[config.mk]
export PLATFORM = sky130hd
export DESIGN_NAME = uart_tx_param
export DESIGN_NICKNAME = d
export VERILOG_FILES = /design/src/rtl/uart_tx_param.sv
export SDC_FILE = /design/constraint.sdc
export NUM_CORES = 1
export LEC_CHECK = 0
export CORE_MARGIN = 3
export CORE_UTILIZATION = 45
export DETAILED_ROUTE_END_ITERATION = 8
export PLACE_DENSITY_LB_ADDON = 0.12
export SETUP_SLACK_MARGIN = 0.2
export SYNTH_ARGS = -nofsm -noshare
export SYNTH_HDL_FRONTEND = slang
export SYNTH_SLANG_ARGS = --single-unit
[constraint.sdc]
create_clock -name clk_i -period 6.1 [get_ports clk_i]
set_input_delay 1.22 -clock clk_i [delete_from_list [all_inputs] [get_ports clk_i]]
set_output_delay 1.22 -clock clk_i [all_outputs]
set_load 0.01 [all_outputs]
[src/rtl/uart_tx_param.sv]
// uart_tx_param: FIFO-buffered UART transmitter with per-frame latched divisor, parity and stop-bit options.
module uart_tx_param #(
    parameter int DATA_W     = 8,
    parameter int FIFO_DEPTH = 8,
    parameter int DIV_W      = 16
) (
    input  logic                          clk_i,
    input  logic                          rstn_i,
    input  logic [DATA_W-1:0]             data_i,
    input  logic                          valid_i,
    output logic                          ready_o,
    input  logic [DIV_W-1:0]              div_i,
    input  logic                          parity_en_i,
    input  logic                          parity_odd_i,
    input  logic                          stop2_i,
    output logic                          tx_o,
    output logic                          busy_o,
    output logic [$clog2(FIFO_DEPTH):0]   fifo_level_o
);
    localparam int AW = $clog2(FIFO_DEPTH);
    localparam int LW = AW + 1;
    localparam int BW = $clog2(DATA_W + 1);
    localparam logic [LW-1:0] FULL = LW'(FIFO_DEPTH);
    localparam logic [BW-1:0] LAST = BW'(DATA_W);

    typedef enum logic [2:0] {IDLE, START, DATA, PARITY, STOP1, STOP2} state_t;

    state_t              state, state_d;
    logic [DATA_W-1:0]   mem [FIFO_DEPTH];
    logic [AW-1:0]       wr_ptr, rd_ptr;
    logic [LW-1:0]       level;
    logic [DIV_W-1:0]    cnt, cnt_d, div_q;
    logic [BW-1:0]       bit_cnt, bit_d;
    logic [DATA_W-1:0]   sh, sh_d;
    logic                par_q, par_en_q, stop2_q, tx_q, tx_d, push, pop, empty;

    assign ready_o      = level != FULL;
    assign empty        = level == '0;
    assign push         = valid_i && ready_o;
    assign tx_o         = tx_q;
    assign busy_o       = state != IDLE;
    assign fifo_level_o = level;

    always_ff @(posedge clk_i)
        if (push) mem[wr_ptr] <= data_i;

    always_ff @(posedge clk_i or negedge rstn_i) begin
        if (!rstn_i) begin
            state    <= IDLE;
            cnt      <= '0;
            bit_cnt  <= '0;
            sh       <= '0;
            tx_q     <= 1'b1;
            wr_ptr   <= '0;
            rd_ptr   <= '0;
            level    <= '0;
            div_q    <= '0;
            par_en_q <= 1'b0;
            stop2_q  <= 1'b0;
            par_q    <= 1'b0;
        end else begin
            state   <= state_d;
            cnt     <= cnt_d;
            bit_cnt <= bit_d;
            sh      <= sh_d;
            tx_q    <= tx_d;
            wr_ptr  <= wr_ptr + AW'(push);
            rd_ptr  <= rd_ptr + AW'(pop);
            level   <= level + LW'(push) - LW'(pop);
            if (pop) begin
                div_q    <= div_i;
                par_en_q <= parity_en_i;
                stop2_q  <= stop2_i;
                par_q    <= ^mem[rd_ptr] ^ parity_odd_i;
            end
        end
    end

    // Any path that lands in IDLE (staying idle or finishing a frame) launches the next queued word instead.
    always_comb begin
        state_d = state;
        cnt_d   = cnt;
        bit_d   = bit_cnt;
        sh_d    = sh;
        tx_d    = tx_q;
        pop     = 1'b0;
        if (state != IDLE) cnt_d = cnt - DIV_W'(1);
        if (state != IDLE && cnt == '0) begin
            cnt_d = div_q;
            case (state)
                START: begin
                    state_d = DATA;
                    tx_d    = sh[0];
                    sh_d    = sh >> 1;
                    bit_d   = BW'(1);
                end
                DATA: begin
                    if (bit_cnt != LAST) begin
                        tx_d  = sh[0];
                        sh_d  = sh >> 1;
                        bit_d = bit_cnt + BW'(1);
                    end else begin
                        state_d = par_en_q ? PARITY : STOP1;
                        tx_d    = par_en_q ? par_q : 1'b1;
                    end
                end
                PARITY: begin
                    state_d = STOP1;
                    tx_d    = 1'b1;
                end
                STOP1:   state_d = stop2_q ? STOP2 : IDLE;
                default: state_d = IDLE;
            endcase
        end
        if (state_d == IDLE) begin
            cnt_d = '0;
            bit_d = '0;
            tx_d  = 1'b1;
            if (!empty) begin
                pop     = 1'b1;
                state_d = START;
                tx_d    = 1'b0;
                cnt_d   = div_i;
                sh_d    = mem[rd_ptr];
            end
        end
    end
endmodule

# After elaboration in Yosys (flattened, before gate mapping)
# Memories as Yosys holds them, arrays and structs flattened.
# Cells that the tools add are included.
word_totals:
  regBits: 61
  ram_bits: 64
  inputBits: 30
  out_inout_bits: 7
  word_cells: 70
  memories: 1
memory_table:
  columns: ["memory", "words", "width", "read_ports", "rd_clocked_by_memory_dff", "wr", "line", "rtl"]
  rows:
  - ["mem", 8, 8, 1, 0, 1, "29", "logic [DATA_W-1:0] mem [FIFO_DEPTH];"]
classes:
  addsub: 6
  eq_ne: 7
  muxes: 30
  bitwise_logic: 1
  reduce_logical: 13
ops:
  columns: ["cell", "count"]
  rows:
  - ["2-to-1 mux 16 bit", 4]
  - ["2-to-1 mux 8 bit", 4]
  - ["2-to-1 mux 3 bit", 6]
  - ["logical NOT 16 bit", 1]
  - ["case mux 8 bit (2 select lines)", 1]
  - ["subtractor 16 x 1 -> 16 bit, second input constant", 1]
  - ["2-to-1 mux 4 bit", 3]
  - ["case mux 3 bit (4 select lines)", 1]
  - ["2-to-1 mux 1 bit", 9]
  - ["nonzero test 3 bit", 3]
  - ["inequality test 4 bit, second input constant", 2]
  - ["case mux 4 bit (2 select lines)", 1]
  - ["parity 8 bit", 1]
  - ["adder 3 x 1 -> 3 bit", 2]
  - ["equality test 3 x 2 -> 1 bit, second input constant", 2]
  - ["adder 4 x 1 -> 4 bit", 1]
  - ["adder 4 x 1 -> 4 bit, second input constant", 1]
  - ["logical NOT 4 bit", 1]
  - ["nonzero test 4 bit", 1]
  - ["subtractor 4 x 1 -> 4 bit", 1]
  - ["equality test 3 x 1 -> 1 bit, second input constant", 1]
  - ["equality test 3 bit, second input constant", 1]
  - ["logical NOT 3 bit", 1]
  - ["inequality test 3 bit, second input constant", 1]
  - ["6 further kinds", 7]

# Depth between registers and ports, before layout
# Gate-level depths: netlist of run 1.
logic_depth:
  ltp_word: 7
  mapped_depth: 14
  depth_no_buf: 12

# Least setup slack after synthesis of run 1
# No wires, ideal clock.
synth_path:
  kind: "reg-to-reg"
  start: "register cnt[6]"
  end: "register level[2] (netlist: fifo_level_o[2])"
  setup_time_ps: 123
  t_arrival_ps: 2903
  required_ps: 5977
  setup_slack_ps: 3074
  stages_incl_launch_ff: 13
  n_path_buf: 2
  cell_sequence: "dfrtp_1 or4_1 buf_2 or2_4 nor3_1 o22ai_2 nor2_8 buf_4 xnor2_1 ha_1 inv_1 fa_1 xnor2_1"
synth_via:
  elab_chain_cells: 6
synth_lines:
  columns: ["item", "line", "rtl"]
  rows:
  - ["from (decl)", "32", "logic [DIV_W-1:0] cnt, cnt_d, div_q;"]
  - ["from (signal assigned)", "63", "cnt <= cnt_d;"]
  - ["logical NOT 16 bit", "88", "if (state != IDLE && cnt == '0) begin"]
  - ["logical AND 1 bit", "88", null]
  - ["2-to-1 mux 3 bit", "88", null]
  - ["logical NOT 3 bit", "115", "if (state_d == IDLE) begin"]
  - ["2-to-1 mux 1 bit", "115", null]
  - ["subtractor 4 x 1 -> 4 bit", "69", "level <= level + LW'(push) - LW'(pop);"]
  - ["to (signal assigned)", "69", null]
  - ["to (decl)", "31", "logic [LW-1:0] level;"]
# Every way passes these cells.
# A chain may end at the register's enable or synchronous reset.

# Worst setup path in the final report of run 1
# Same ends and word-level chain as after synthesis.

==> results of run 1 <==
## worst max-delay path, stage by stage, from the launching register on
cell	delay (ps)
dfrtp_1	400
or4_1	680
or2_4	340
o21ai_2	210
o2111ai_4	210
nor2_8	680
xnor2_1	200
ha_1	180
inv_1	50
fa_1	370
xnor2_1	140
## sequential cells by signal, summed over array words and instances, names as in the netlist
register,flops
tx_o,1
mem,64
sh,8
par_q,1
div_q,16
rd_ptr,3
state,3
bit_cnt,4
fifo_level_o,4
stop2_q,1
cnt,16
wr_ptr,3
par_en_q,1
## cells by family after synthesis
family / count (synthesis)
compound gates: 55
xor+xnor: 25
fa+ha+maj: 13
buf+inv: 34
flops: 125
mux: 65
simple gates: 80
## cell type report
type | instances | area share, %
inverter | 15 | 0.8149
tap | 168 | 3.042
clock inverter | 12 | 2.481
timing repair buffer | 42 | 5.795
multi-input combinational | 238 | 31.67
clock buffer | 19 | 6.266
sequential | 125 | 49.93
## cells in the mapped netlist, drive strengths merged, types with 2 or more instances
cell	instances
nor3b	2
nor4	4
mux4	16
mux2i	30
a211oi	2
nand2	22
xor2	8
xnor2	16
or4	2
a31oi	3
clkbuf	7
nor2	20
ha	12
inv	15
o21ai	14
o211ai	4
o32ai	2
o31ai	3
edfxtp	64
nor2b	2
nor3	8
nand2b	5
mux2	19
a21oi	4
buf	12
o2bb2ai	16
or2	2
nand3	7
dfrtp	60
## metrics by stage
step	setup WS [ps]	hold WS, ps	util [%]	instance area (sq um)
2_1_floorplan	3074	452.5	-	5807
3_3_place_gp	2556	465.2	51.21	6305
3_5_place_dp	2482	472.2	51.21	6305
4_1_cts	2474	485.6	56.12	6909
5_1_grt	2287	495.4	56.12	6909
6_report	2513	478.2	56.12	6909
## report_power, final
group | switching, mW | total (mW) | internal (mW)
Clock | 0.352 | 1.03 | 0.676
Sequential | 0.0806 | 1.11 | 1.03
Combinational | 0.236 | 0.447 | 0.211
## final timing paths
path	to	slack, ps	cells after the start
worst max-delay path	fifo_level_o[2]$_DFF_PN0_	2510	10
worst min-delay path	div_q[4]$_DFFE_PN0P_	480	1
min in group asynchronous	fifo_level_o[1]$_DFF_PN0_	950	2
max in group asynchronous	cnt[2]$_DFFE_PN0P_	4610	2
worst max register to register	fifo_level_o[2]$_DFF_PN0_	2510	10
worst min register to register	div_q[4]$_DFFE_PN0P_	480	1
## layer usage
metal | vias up | GRT usage [%] | wire [um] | part of all wire, %
li1 | 1579 | - | - | -
met1 | 1688 | 20.50 | 4784 | 44
met2 | 54 | 27.01 | 5449 | 50
met3 | 15 | 5.561 | 387 | 3.6
met4 | 0 | 6.586 | 180 | 1.7
met5 | - | 0 | 0 | 0
==> flow_summary.toml, run 1 <==
[status]
outcome = "finished clean"

[timing]
min_period_over_period_pct = 58.80
fmax_ghz = 0.2788
hold_viol_final = 0
worstMarginPinSlew_ps = 958.9
slew_headroom_pct = 35.84
min_period_ps = 3587
fin_skew_ps = 5.255
rsz0062_at_grt = "no"
tns_ps = 0
slew_viol_final = 0
finalSetupViolCount = 0

[synthesis]
synth_area_sq_um = 5807
synth_fa_ha_area_share_pct = 2.930
synth-main-ff-cell = "edfxtp_1"
synth_top_area_share_pct = 33.10
synth-simple-area-share_pct = 7.175
synth_area_leaders = "edfxtp_1, dfrtp_1, mux4_2"
synth.area.mux_share_pct = 15.06
ys_ff_latch = 125
synth_cells = 397
synthArstFlopShare_pct = 48.80
yosys_warnings = 0
synth_top_cell_by_area = "edfxtp_1"
synth_edf_count = 64
avgSynthCellArea_sq_um = 14.63
synth_seq_area_share_pct = 59.41
synth_nets = 440
synth_cell_types = 57
synth_xor_xnor_area_share_pct = 4.008
synth-compound-area-share_pct = 8.382
synth_top_family_by_area = "multiplexers"

[power_and_ir_drop]
power.density_nw_per_um2 = 374.2
total_power_mw = 2.586
leakagePower_nw = 2.581
vdd_drop_max_v = 0.0002457

[layout]
layout_common_cells = "edfxtp_1, dfrtp_1, clkdlybuf4s50_1, mux2i_1, nand2_1"
final_common_cell = "edfxtp_1"
drive_above_1_share_pct = 17.52
nNetsFinal = 482
antennaDiodeCount = 0
seqCellArea_sq_um = 3450
layoutNonFillerInstCount = 619
multi_input_area_sq_um = 2188
area_delta_synth_final_pct = 18.98
nFillCells = 1036

[grt]
grt-ovfl-total = 0
grt_max_degree = 62
first_global_vias = 3407
track_usage_pct = 16.60
grt_pass1_wl_um = 18230
antenna_found_initial = 0

[floorplan]
io_pins = 37
core_area_sq_um = 12310
die-area_sq_um = 14300
start_util_pct = 47.16
placementRows = 40
die-height_um = 119.6
dieWidth_um = 119.6

[hold_path]
holdCritPathClass = "flip-flop to flip-flop"
hp-start = "div_q[4]$_DFFE_PN0P_"

[clock_tree]
htree_num_levels = 4
post_cts_buffers = 0
cts_hold_buf = 0
cts_resized = 0
cts_sinks = 125
cts_tree = "done"
cts_buffers = 17
clock_tree.root_cell = "clkbuf_16"
clockBufferDepth = 2
worstSkewPairLatency_ps = 420
cts.clk_slew.worst_paths_ps = 50

[routing]
drc = 0
drtIter0Drc = 187
postRouteAntennaNets = 0
drt_first_pass_iters = 4
wire_per_inst_um = 17.45
wirelength_um = 10800
vias = 3336
vias_per_cell = 5.389

[setup_path]
cp_data_arrival_time_ps = 3890
crit_path_end_kind = "flip-flop"
critPathLaunch = "cnt[6]$_DFFE_PN0P_"
rr_startpoint = "cnt[6]$_DFFE_PN0P_"
critPathMaxFanout = 46
path_class = "flip-flop to flip-flop"
cp-start-kind = "flip-flop"
cp.required_ps = 6400

[flow_run]
drv_cap = 0

[place]
io_buffers = 36
dpl.cell_count = 588
dp_hpwl_um = 7014
gp_congestion = 0.7739
Power figures use the tool's default switching activity.
==> inputs of run 2 (changes only) <==
==> constraint.sdc (replaced) <==
create_clock -name clk_i -period 3.4 [get_ports clk_i]
set_input_delay 0.68 -clock clk_i [delete_from_list [all_inputs] [get_ports clk_i]]
set_output_delay 0.68 -clock clk_i [all_outputs]
set_load 0.01 [all_outputs]
==> run 2 against run 1 <==
Worst setup slack got worse by 2100 ps. Highest routed layer unchanged. Register-to-register slack got worse by 2100 ps. Largest cell class unchanged. Clock-buffer cell count rose by 1. Core utilization rose by 0.48 points. Critical path type unchanged. Sequential share of layout area fell by 0.42 points. Sequential cell count did not move. Critical path depth did not move. Combinational power rose by 83%. Largest power group unchanged. Final area rose by 0.85%. Hold slack got worse by 60 ps. Sequential power rose by 79%. Final cell count rose by 1.6%.
==> flow_summary.toml, run 2 (synthesized netlist as in run 1, its figures left out) <==
[clock_tree]
cts_sinks = 125
clock_tree.root_cell = "clkbuf_16"
worstSkewPairLatency_ps = 410
cts_tree = "done"
htree_num_levels = 4
cts_hold_buf = 0
clockBufferDepth = 2
cts_buffers = 17
cts.clk_slew.worst_paths_ps = 50

[floorplan]
die-area_sq_um = 14300
start_util_pct = 47.16
die-height_um = 119.6
placementRows = 40
io_pins = 37
core_area_sq_um = 12310
dieWidth_um = 119.6

[routing]
dr_wl_met2_um = 5157
drc = 0
drt-met1-wl_um = 4852
postRouteAntennaNets = 0
drt_first_pass_iters = 4
wire_per_inst_um = 16.76
vias = 3285
highest_layer = "met4"
wl_met3_um = 385
wirelength_um = 10540
vias_per_cell = 5.223
drtIter0Drc = 161

[layout]
layoutNonFillerInstCount = 629
largest_reg_flops = 64
regMostFlops = "mem"
final_common_cell = "edfxtp_1"
area_delta_synth_final_pct = 20.00
reg_top3 = "mem: 64 flops, cnt: 16 flops, div_q: 16 flops"
nFillCells = 1029
layout_common_cells = "edfxtp_1, dfrtp_1, clkdlybuf4s50_1, mux2i_1, nand2_1"
drive_above_1_share_pct = 19.31
nNetsFinal = 494
antennaDiodeCount = 0

[power_and_ir_drop]
leakagePower_nw = 2.643
power.density_nw_per_um2 = 650.8
vdd_drop_max_v = 0.0004413

[place]
io_buffers = 36
gp_congestion = 0.8576
dp_hpwl_um = 7139
place_ws_ps = 394.8
dpl.cell_count = 600

[timing]
fin_skew_ps = 6.401
worstMarginPinSlew_ps = 840.1
slew_headroom_pct = 43.87
worst_slack_ps = 438.8
min_period_over_period_pct = 87.09
rsz0062_at_grt = "no"
hold_viol_final = 0
tns_ps = 0
min_period_ps = 2961
finalSetupViolCount = 0
fmax_ghz = 0.3377
slew_viol_final = 0

[grt]
antenna_found_initial = 0
grt_max_degree = 62
grt_pass1_wl_um = 18020
grt-ovfl-total = 0
track_usage_pct = 16.42
first_global_vias = 3503

[setup_path]
cp-start-kind = "flip-flop"
critPathMaxFanout = 5
rr_startpoint = "cnt[6]$_DFFE_PN0P_"
timing.rr.end = "fifo_level_o[3]$_DFF_PN0_"
r2r_slack_ps = 440
path_class = "flip-flop to flip-flop"
cp.required_ps = 3730
crit_path_end_kind = "flip-flop"
cp_data_arrival_time_ps = 3290
reg2regPathDepth = 10

[status]
outcome = "finished clean"

[flow_run]
drv_cap = 0

[hold_path]
holdCritPathClass = "input pin to asynchronous set/reset pin"
## run 2: where the power goes
part,total (mW),internal [mW],switching (mW)
Sequential,1.99,1.85,0.144
Combinational,0.819,0.404,0.415
Clock,1.73,1.13,0.596
Total,4.53,3.38,1.16
## run 2: stage by stage
stage | util [%] | hold WS (ps) | area, sq um | power (mW)
after floorplan | - | 384.4 | 5807 | 2.530
after global placement | 52.00 | 467.0 | 6402 | 2.822
after CTS | 56.54 | 462.2 | 6962 | 4.598
after global routing | 56.60 | 492.7 | 6968 | 4.784
after detailed placement | 52.00 | 470.9 | 6402 | 2.850
final | 56.60 | 418.4 | 6968 | 4.535
## run 2: critical path, cell delays in order (launching register included)
cell and delay [ps]:
dfrtp_1 400, or4_1 570, or2_4 310, nor3_1 250, o22ai_2 180, nor3_1 340
inv_1 90, ha_1 280, a21o_1 160, a21oi_1 160, xor2_1 160
## run 2: layout make-up
cell class	instances	area [sq um]	share of cell area (%)
Multi-Input combinational cell	238	2190	31.42
Tap cell	168	210.2	3.017
Clock inverter	9	122.6	1.760
Sequential cell	125	3450	49.51
Clock buffer	20	436.7	6.267
Timing Repair Buffer	54	503.0	7.219
Inverter	15	56.30	0.8080
## run 2: layer usage
layer / GRT usage, % / vias up
met4: 7.087 / 0
met3: 4.713 / 14
met5: 0 / -
li1: - / 1593
met1: 21.24 / 1632
met2: 25.95 / 46
## run 2: what timing repair did
item	4_1_cts	5_1_grt
setup buffers	0	0
resized for setup	0	1
endpoints found under the setup margin	0	1
## run 2: worst max-delay path by stage
| stage | endpoint | startpoint | slack (ps) |
|---|---|---|---|
| 4_1_cts | fifo_level_o[3]$_DFF_PN0_ | cnt[0]$_DFFE_PN0P_ | 380 |
| 6_report | fifo_level_o[3]$_DFF_PN0_ | cnt[6]$_DFFE_PN0P_ | 440 |
| 2_1_floorplan | fifo_level_o[2]$_DFF_PN0_ | cnt[6]$_DFFE_PN0P_ | 370 |
| 5_1_grt | fifo_level_o[3]$_DFF_PN0_ | cnt[6]$_DFFE_PN0P_ | 220 |
| 3_3_place_gp | fifo_level_o[3]$_DFF_PN0_ | cnt[0]$_DFFE_PN0P_ | 510 |
| 3_5_place_dp | fifo_level_o[3]$_DFF_PN0_ | cnt[0]$_DFFE_PN0P_ | 390 |
==> RTL edit: new RTL, settings of run 2 <==
Encoding of `state_t`: now one-hot (6 bits for 6 states).
--- a/src/rtl/uart_tx_param.sv
+++ b/src/rtl/uart_tx_param.sv
@@ -23,7 +23,7 @@
     localparam logic [LW-1:0] FULL = LW'(FIFO_DEPTH);
     localparam logic [BW-1:0] LAST = BW'(DATA_W);
 
-    typedef enum logic [2:0] {IDLE, START, DATA, PARITY, STOP1, STOP2} state_t;
+    typedef enum logic [5:0] {IDLE = 6'b000001, START = 6'b000010, DATA = 6'b000100, PARITY = 6'b001000, STOP1 = 6'b010000, STOP2 = 6'b100000} state_t;
 
     state_t              state, state_d;
     logic [DATA_W-1:0]   mem [FIFO_DEPTH];
Check against the original RTL: no difference found for any inputs over 10 cycles, from zero or initial values and one cycle with rstn_i low; not proved beyond that.
==> RTL edit against run 2 <==
Sequential power decreased by 6%; wire length increased by 13%; fmax decreased by 5.4%; sequential share of layout area about the same; die area increased by 1.3%; worst setup slack got worse by 170 ps; final area increased by 2.2%; total power decreased by 9.0%; sequential cell count increased by 3; synthesized area increased by 1.4%; critical path type unchanged; critical endpoint is now fifo_level_o[1].
==> RTL edit: results (changes against run 2) <==
.. list-table::
   :header-rows: 1

   * - Metric
     - Value
   * - Status
     - finished clean (unchanged)
   * - Drt first-iter violations
     - 257 (was 161)
   * - Critical Path AT
     - 3440 ps (was 3290 ps)
   * - Post-synth top cells
     - edfxtp_1, dfrtp_1, nor2_1 (was edfxtp_1, dfrtp_1, mux2i_1)
   * - R2R setup slack
     - 270 ps (was 440 ps)
   * - Total length of routed met2 wires
     - 5370 microns (was 5160 microns)
   * - Cell with the biggest individual delay on the critical path
     - or4b_4 (was or4_1)
   * - Hold buffers post-CTS
     - 0 (unchanged)
   * - Share of layout cells above drive strength 1
     - 0.204 (was 0.193)
   * - Most area-consuming cells after synthesis
     - edfxtp_1, dfrtp_1, mux4_2 (unchanged)
   * - Largest vdd supply drop
     - 435 uV (was 441 uV)
   * - Regs by FF count
     - mem x64, cnt x16, div_q x16 (unchanged)
   * - Nets
     - 515 (was 494)
   * - Register share of total power
     - 0.453 (was 0.439)
   * - Met1 global-route usage
     - 0.270 (was 0.212)
   * - DR WL/cell
     - 18.2 microns (was 16.8 microns)
   * - Portion of total power attributed to the clock network
     - 0.417 (was 0.381)
   * - Power consumption
     - 4.13 mW (was 4.53 mW)
   * - NetSw
     - 1.06 mW (was 1.16 mW)
   * - Last weighted congestion value of the routability-driven placer
     - 0.811 (was 0.858)
   * - Met3 wire len
     - 460 microns (was 385 microns)
   * - Net count after synthesis
     - 457 (was 440)
   * - Wire length the detailed router placed on met1
     - 5940 microns (was 4850 microns)
   * - Post-route clock skew
     - 11.8 ps (was 6.40 ps)
   * - Slew at the pin closest to its max-slew limit
     - 1000 ps (was 840 ps)
## RTL edit: changes by cell type after synthesis, moves of 6 or more
cell	delta
mux2_4	+18
nor2_1	+15
mux2_1	-12
o2bb2ai_2	-10
a21o_1	+7
mux2_2	-7
a21oi_1	+6
o21ai_0	-6
## RTL edit: kinds of logic (layout without fill, tap and decap cells)
logic type	Yosys count	in the layout	synth area share
compound gates	55	55	0.0695
xor+xnor	27	27	0.0425
fa+ha+maj	13	13	0.0289
buf+inv	33	104	0.0247
flops	128	128	0.599
mux	61	61	0.153
simple gates	97	97	0.0825
## RTL edit: cell type report
| class | instances | area [sq um] | share of cell area |
|---|---|---|---|
| Clock buffer | 17 | 425 | 0.0598 |
| Clock inverter | 15 | 134 | 0.0188 |
| Sequential cell | 128 | 3530 | 0.495 |
| Inverter | 16 | 60.1 | 0.00844 |
| Multi-Input combinational cell | 253 | 2250 | 0.316 |
| Timing Repair Buffer | 56 | 512 | 0.0719 |
| Tap cell | 172 | 215 | 0.0302 |
## RTL edit: worst max-delay path by stage
stage / from / to / cells past startpoint
3_3_place_gp: cnt[10] / rd_ptr[2] / 9
3_5_place_dp: cnt[10] / rd_ptr[2] / 9
6_report: cnt[10] / fifo_level_o[1] / 10
4_1_cts: cnt[10] / fifo_level_o[1] / 10
2_1_floorplan: cnt[10] / fifo_level_o[1] / 12
5_1_grt: cnt[10] / fifo_level_o[1] / 10
## RTL edit: through the flow
stage | cell area [sq um] | worst slack (ps) | std cells | hold WS [ps]
6_report | 7120 | 271 | 657 | 193
2_1_floorplan | 5930 | 161 | 414 | 384
4_1_cts | 7110 | 194 | 657 | 195
3_5_place_dp | 6550 | 170 | 625 | 495
5_1_grt | 7120 | 147 | 657 | 205
3_3_place_gp | 6550 | 243 | 625 | 485
